==> src/rtl/uart_rx.sv <==
// UART receive front end: 16x oversampled deframer feeding the receive FIFO.
// Samples mid-bit, checks even parity and stop bits, and drives RTS from FIFO_Full.
module uart_rx #(
    parameter int unsigned SYSCLK_RATE = 100000000,
    parameter int unsigned BAUD_RATE   = 9600,
    parameter int unsigned DATA_BITS   = 8,
    parameter int unsigned PARITY_BIT  = 1,
    parameter int unsigned STOP_BITS   = 2
) (
    input  logic                 SysClk,
    input  logic                 Rst,
    input  logic                 Rx,
    input  logic                 FIFO_Full,
    output logic [DATA_BITS-1:0] Rx_Data,
    output logic                 Rx_Valid,
    output logic [2:0]           Rx_Error,
    output logic                 Rx_Busy,
    output logic                 RTS
);

    localparam int unsigned Div  = SYSCLK_RATE / (BAUD_RATE * 16);
    localparam int unsigned DivW = (Div > 1) ? $clog2(Div) : 1;
    localparam logic [DivW-1:0] DivLast  = DivW'(Div - 1);
    localparam logic [3:0]      DataLast = 4'(DATA_BITS - 1);
    localparam logic [3:0]      StopLast = 4'(STOP_BITS - 1);

    typedef enum logic [2:0] {
        StIdle,
        StStart,
        StData,
        StParity,
        StStop,
        StDone
    } state_e;

    state_e               state_q, state_d;
    logic                 rx_meta_q, rxs_q;
    logic [DivW-1:0]      div_q, div_d;
    logic [3:0]           tcnt_q, tcnt_d;
    logic [3:0]           bcnt_q, bcnt_d;
    logic [DATA_BITS-1:0] shreg_q, shreg_d;
    logic                 par_err_q, par_err_d;
    logic                 frm_err_q, frm_err_d;
    logic [DATA_BITS-1:0] data_q, data_d;
    logic                 valid_q, valid_d;
    logic [2:0]           err_q, err_d;
    logic                 busy_q;
    logic                 rts_q;
    logic                 tick;

    assign tick = (state_q != StIdle) && (div_q == DivLast);

    always_comb begin
        state_d   = state_q;
        div_d     = div_q;
        tcnt_d    = tcnt_q;
        bcnt_d    = bcnt_q;
        shreg_d   = shreg_q;
        par_err_d = par_err_q;
        frm_err_d = frm_err_q;
        data_d    = data_q;
        valid_d   = 1'b0;
        err_d     = err_q;

        // Divider is parked at zero while idle so the first tick lands Div clocks after the edge.
        if (state_q == StIdle || tick) begin
            div_d = '0;
        end else begin
            div_d = div_q + 1'b1;
        end

        unique case (state_q)
            StIdle: begin
                tcnt_d = '0;
                bcnt_d = '0;
                if (!rxs_q) begin
                    state_d   = StStart;
                    par_err_d = 1'b0;
                    frm_err_d = 1'b0;
                end
            end
            StStart: begin
                if (tick) begin
                    if (tcnt_q == 4'd7) begin
                        tcnt_d = '0;
                        state_d = rxs_q ? StIdle : StData;
                    end else begin
                        tcnt_d = tcnt_q + 4'd1;
                    end
                end
            end
            StData: begin
                if (tick) begin
                    tcnt_d = tcnt_q + 4'd1;
                    if (tcnt_q == 4'd15) begin
                        shreg_d = {rxs_q, shreg_q[DATA_BITS-1:1]};
                        if (bcnt_q == DataLast) begin
                            bcnt_d  = '0;
                            state_d = (PARITY_BIT != 0) ? StParity : StStop;
                        end else begin
                            bcnt_d = bcnt_q + 4'd1;
                        end
                    end
                end
            end
            StParity: begin
                if (tick) begin
                    tcnt_d = tcnt_q + 4'd1;
                    if (tcnt_q == 4'd15) begin
                        par_err_d = (^shreg_q) != rxs_q;
                        state_d   = StStop;
                    end
                end
            end
            StStop: begin
                if (tick) begin
                    tcnt_d = tcnt_q + 4'd1;
                    if (tcnt_q == 4'd15) begin
                        if (!rxs_q) begin
                            frm_err_d = 1'b1;
                        end
                        if (bcnt_q == StopLast) begin
                            bcnt_d  = '0;
                            state_d = StDone;
                        end else begin
                            bcnt_d = bcnt_q + 4'd1;
                        end
                    end
                end
            end
            StDone: begin
                state_d = StIdle;
                err_d   = {FIFO_Full, frm_err_q, par_err_q};
                // A full FIFO drops the word; only the overrun flag records it.
                if (!FIFO_Full) begin
                    valid_d = 1'b1;
                    data_d  = shreg_q;
                end
            end
            default: begin
                state_d = StIdle;
            end
        endcase
    end

    always_ff @(posedge SysClk) begin
        if (!Rst) begin
            state_q   <= StIdle;
            rx_meta_q <= 1'b1;
            rxs_q     <= 1'b1;
            div_q     <= '0;
            tcnt_q    <= '0;
            bcnt_q    <= '0;
            shreg_q   <= '0;
            par_err_q <= 1'b0;
            frm_err_q <= 1'b0;
            data_q    <= '0;
            valid_q   <= 1'b0;
            err_q     <= '0;
            busy_q    <= 1'b0;
            rts_q     <= 1'b0;
        end else begin
            state_q   <= state_d;
            rx_meta_q <= Rx;
            rxs_q     <= rx_meta_q;
            div_q     <= div_d;
            tcnt_q    <= tcnt_d;
            bcnt_q    <= bcnt_d;
            shreg_q   <= shreg_d;
            par_err_q <= par_err_d;
            frm_err_q <= frm_err_d;
            data_q    <= data_d;
            valid_q   <= valid_d;
            err_q     <= err_d;
            busy_q    <= (state_d != StIdle);
            rts_q     <= ~FIFO_Full;
        end
    end

    assign Rx_Data  = data_q;
    assign Rx_Valid = valid_q;
    assign Rx_Error = err_q;
    assign Rx_Busy  = busy_q;
    assign RTS      = rts_q;

endmodule

==> config.mk <==
export PLATFORM = sky130hd
export DESIGN_NAME = uart_rx
export DESIGN_NICKNAME = d
export VERILOG_FILES = /design/src/rtl/uart_rx.sv
export SDC_FILE = /design/constraint.sdc
export NUM_CORES = 1
export LEC_CHECK = 0
export CAP_MARGIN = 40
export CORE_ASPECT_RATIO = 2
export CORE_MARGIN = 3
export CORE_UTILIZATION = 40
export CTS_CLUSTER_SIZE = 8
export DETAILED_ROUTE_END_ITERATION = 16
export PLACE_DENSITY = 0.69
export RECOVER_POWER = 50
export SLEW_MARGIN = 20
export SYNTH_ARGS = -nofsm -noshare
export SYNTH_HDL_FRONTEND = slang
export SYNTH_SLANG_ARGS = --single-unit
export TNS_END_PERCENT = 1
==> constraint.sdc <==
create_clock -name SysClk -period 2.6 [get_ports SysClk]
set_clock_uncertainty 0.2 [all_clocks]
set_input_delay 0.52 -clock SysClk [delete_from_list [all_inputs] [get_ports SysClk]]
set_output_delay 0.52 -clock SysClk [all_outputs]
set_load 0.02 [all_outputs]
==> impl_metrics.tcl <==
set metrics [dict create \
    syn_nets 252 \
    startpoint_of_the_most_critical_register_to_register_path "div_q[0]" \
    result_of_the_run "finished clean" \
    cap_violations 0 \
    nFillCells 515 \
    achievable-frequency_mhz 466 \
    clkLatencyLatePin_ns 0.31 \
    root_buffer "clkbuf_8" \
    synth-main-ff-cell "dfxtp_1" \
    finalHoldViolations 0 \
    drt_first_pass_iters 4 \
    power.clock.fraction 0.360 \
    internal_power_mw 0.929 \
    start_kind "primary input" \
    placeableCoreArea_um2 5180 \
    timing.critical_path.fanout_max 11 \
    die_y_um 110 \
    syn-instance-count 243 \
    routed_via_density 5.73 \
    num_antenna_cells 0 \
    power_frac_comb 0.037 \
    mappedNetlistArea_um2 2180 \
    antenna_found_initial 0 \
    power.switching_fraction 0.232 \
    cts_hold_buffers 0 \
    io_buffers 17 \
    post_dp_cell_area_um2 2410 \
    relSlewSlack 0.501 \
    area.growth.synth_to_final_pct 14.3 \
    postSynth.asyncResetShare 0 \
    setup.worst_path.end_class "register" \
    fin_nets 270 \
    timing.final.crit_period_ns 2.14 \
    grt-ovfl-total 0 \
    vias 1834 \
    num_rows 37 \
    multi_input_area_um2 1150 \
    pwr_density_cell_nw_per_um2 486 \
    stdcell_area_um2 2490 \
    totalWireLength_mm 4.83 \
    grt_start_max_net_pins 18 \
    clock_path_buffers 2 \
    ys_ff_latch 47 \
    fraction_of_post_synthesis_cell_area_in_the_top_cell_type_by_area 0.432 \
    yosys_warnings 0 \
    cts_setup_buffers 0 \
    timing.final.ws_setup_ns 0.456 \
    drtAntennaViolNets 0 \
    worst_ir_drop_vdd_v 0.000312 \
    fp.dieArea_um2 6420 \
    drt_iter0_drc 62 \
    portion_of_the_post_synthesis_area_used_by_sequential_elements 0.432 \
    number_of_global_route_vias_before_repair 1884 \
    total_leakage_power_nw 0.893 \
    count_of_boundary_i_o_pins 18 \
    period_share 0.825 \
    gp_congestion 0.860 \
    worstMarginPinSlew_ns 0.736 \
    p_seq_frac 0.603 \
    worstPathRequired_ns 2.62 \
    grt.total_usage 0.171 \
    hold_start "rx_meta_q" \
    rsz0062_at_grt "false" \
    preCtsSetupSlack_ns 0.420 \
    finalMaxSlewViolations 0 \
    synth.lib_cells_used.distinct 52 \
    crit_start "Rst" \
    switchingPower_mw 0.280 \
    initial_core_util 0.420 \
    wl_per_cell_um 15.1 \
    sequential_cell_area_um2 941 \
    clk_slew_on_worst_s_h_paths_ns 0.09 \
    synth-edff-count 0 \
    cts_num_sinks 47 \
    setup_tns_ns 0 \
    dp.final_hpwl_mm 3.70 \
    die-width_um 58.2 \
    setup_violations 0 \
    synth_top_area_cell "dfxtp_1" \
    drive_above_1_share 0.0725 \
    drt_drc_violations_left 0 \
    grt_first_pass_wirelength_mm 8.41 \
    post_synth.cell_area_avg_um2 8.96 \
    ctsResizeCount 0 \
    numCtsBuffers 5 \
    cts_max_level 2 \
    hold_ws_ns 0.213 \
    class_of_the_tightest_hold_or_removal_check "reg -> reg" \
    synth_top_area_cells "dfxtp_1 43%, nand3_1 4.1%, nor2_1 4.0%" \
    timing.setup.critical_path_class "in -> reg" \
    tritoncts "done" \
    p_total_mw 1.21 \
    arrival_ns 2.16 \
]
-- cell type report --
class                           count  area share
Timing Repair Buffer               22      0.0820
Clock inverter                      2     0.00503
Sequential cell                    47       0.378
Inverter                           10      0.0151
Multi-Input combinational cell    175       0.462
Clock buffer                        6      0.0292
Tap cell                           58      0.0292
-- through the flow --
| stage | cells | utilization |
|---|---|---|
| 6_report | 320 | 0.480 |
| 5_1_grt | 320 | 0.480 |
| 4_1_cts | 320 | 0.482 |
| 3_5_place_dp | 312 | 0.465 |
| 3_3_place_gp | 312 | 0.465 |
| 2_1_floorplan | 243 | - |
-- cell usage after synthesis (2+ instances only) --
| cell | n |
|---|---|
| a31oi_1 | 2 |
| xnor3_1 | 2 |
| xor2_1 | 2 |
| xnor2_1 | 9 |
| nand4_1 | 5 |
| a21boi_0 | 2 |
| and3b_1 | 3 |
| nand3_1 | 18 |
| nand2b_1 | 5 |
| dfxtp_1 | 47 |
| a211oi_1 | 2 |
| o211ai_1 | 4 |
| a22o_1 | 8 |
| mux2i_1 | 3 |
| o311ai_1 | 2 |
| nand2_1 | 13 |
| and4_1 | 2 |
| ha_1 | 5 |
| o21ai_1 | 2 |
| clkbuf_1 | 8 |
| nor3_1 | 6 |
| inv_1 | 10 |
| or2_2 | 4 |
| o21ai_0 | 13 |
| nor2_1 | 23 |
| buf_2 | 3 |
| o221ai_1 | 3 |
| a21oi_1 | 13 |
-- worst max-delay path, stage by stage --
cell and delay, ns:
dlygate4sd3_1 0.55, clkbuf_1 0.40, nand2b_1 0.14, a21oi_1 0.23, nand2_1 0.11, o32ai_1 0.22
-- final timing paths --
check                    to  slack, ns  depth (start not counted)
hold reg to reg       rxs_q       0.21                          1
setup / recovery  bcnt_q[1]       0.46                          6
hold / removal        rxs_q       0.21                          1
setup reg to reg  par_err_q       0.48                          7
-- state kept, by name, summed over array words and instances (netlist names) --
signal / flops
par_err_q: 1
Rx_Error: 3
RTS: 1
tcnt_q: 4
shreg_q: 8
Rx_Busy: 1
state_q: 3
frm_err_q: 1
Rx_Valid: 1
div_q: 10
Rx_Data: 8
rx_meta_q: 1
rxs_q: 1
bcnt_q: 4
-- power by group through the flow --
stage | clock network, mW | logic (mW) | registers, mW
floorplan | 0 | 0.0286 | 0.746
global placement | 0 | 0.0464 | 0.747
detailed placement | 0 | 0.0464 | 0.747
CTS | 0.448 | 0.0466 | 0.730
global route | 0.472 | 0.0496 | 0.731
finish | 0.436 | 0.0442 | 0.730
-- cells in the final DEF (no fill, tap or decap), types with 2 or more instances in the layout --
cell | Yosys | routed
inv_1 | 10 | 10
nor2_1 | 23 | 23
mux2i_1 | 3 | 3
o21ai_0 | 13 | 13
nand2_1 | 13 | 13
a21oi_1 | 13 | 13
clkbuf_1 | 8 | 2
clkbuf_8 | 0 | 5
or2_2 | 4 | 4
clkdlybuf4s50_1 | 0 | 2
nand3_1 | 18 | 18
nand2b_1 | 5 | 5
o211ai_1 | 4 | 4
dfxtp_1 | 47 | 47
o21ai_1 | 2 | 2
a22o_1 | 8 | 8
xnor3_1 | 2 | 2
a211oi_1 | 2 | 2
dlygate4sd3_1 | 0 | 15
xnor2_1 | 9 | 9
o221ai_1 | 3 | 3
nand4_1 | 5 | 5
and3b_1 | 3 | 3
and4_1 | 2 | 2
o311ai_1 | 2 | 2
buf_4 | 0 | 4
xor2_1 | 2 | 2
ha_1 | 5 | 5
nor3_1 | 6 | 7
a31oi_1 | 2 | 2
a21boi_0 | 2 | 2
-- cell families after synthesis --
family / Yosys count / synth area share
AOI/OAI and AO/OA: 61 / 0.189
buffers and inverters: 21 / 0.0379
and+or+nand+nor: 93 / 0.233
DFF: 47 / 0.432
adders and majority gates: 5 / 0.0287
xor gates and xnor gates: 13 / 0.0649
muxes: 3 / 0.0138
-- metal layers --
metal / wire length (um) / GRT usage / vias to the layer above
li1: - / - / 920
met1: 1780 / 0.156 / 857
met2: 2790 / 0.341 / 43
met3: 143 / 0.0326 / 14
met4: 122 / 0.0896 / 0
met5: 0 / 0 / -
Note: power is estimated with default switching activity, not from simulation.
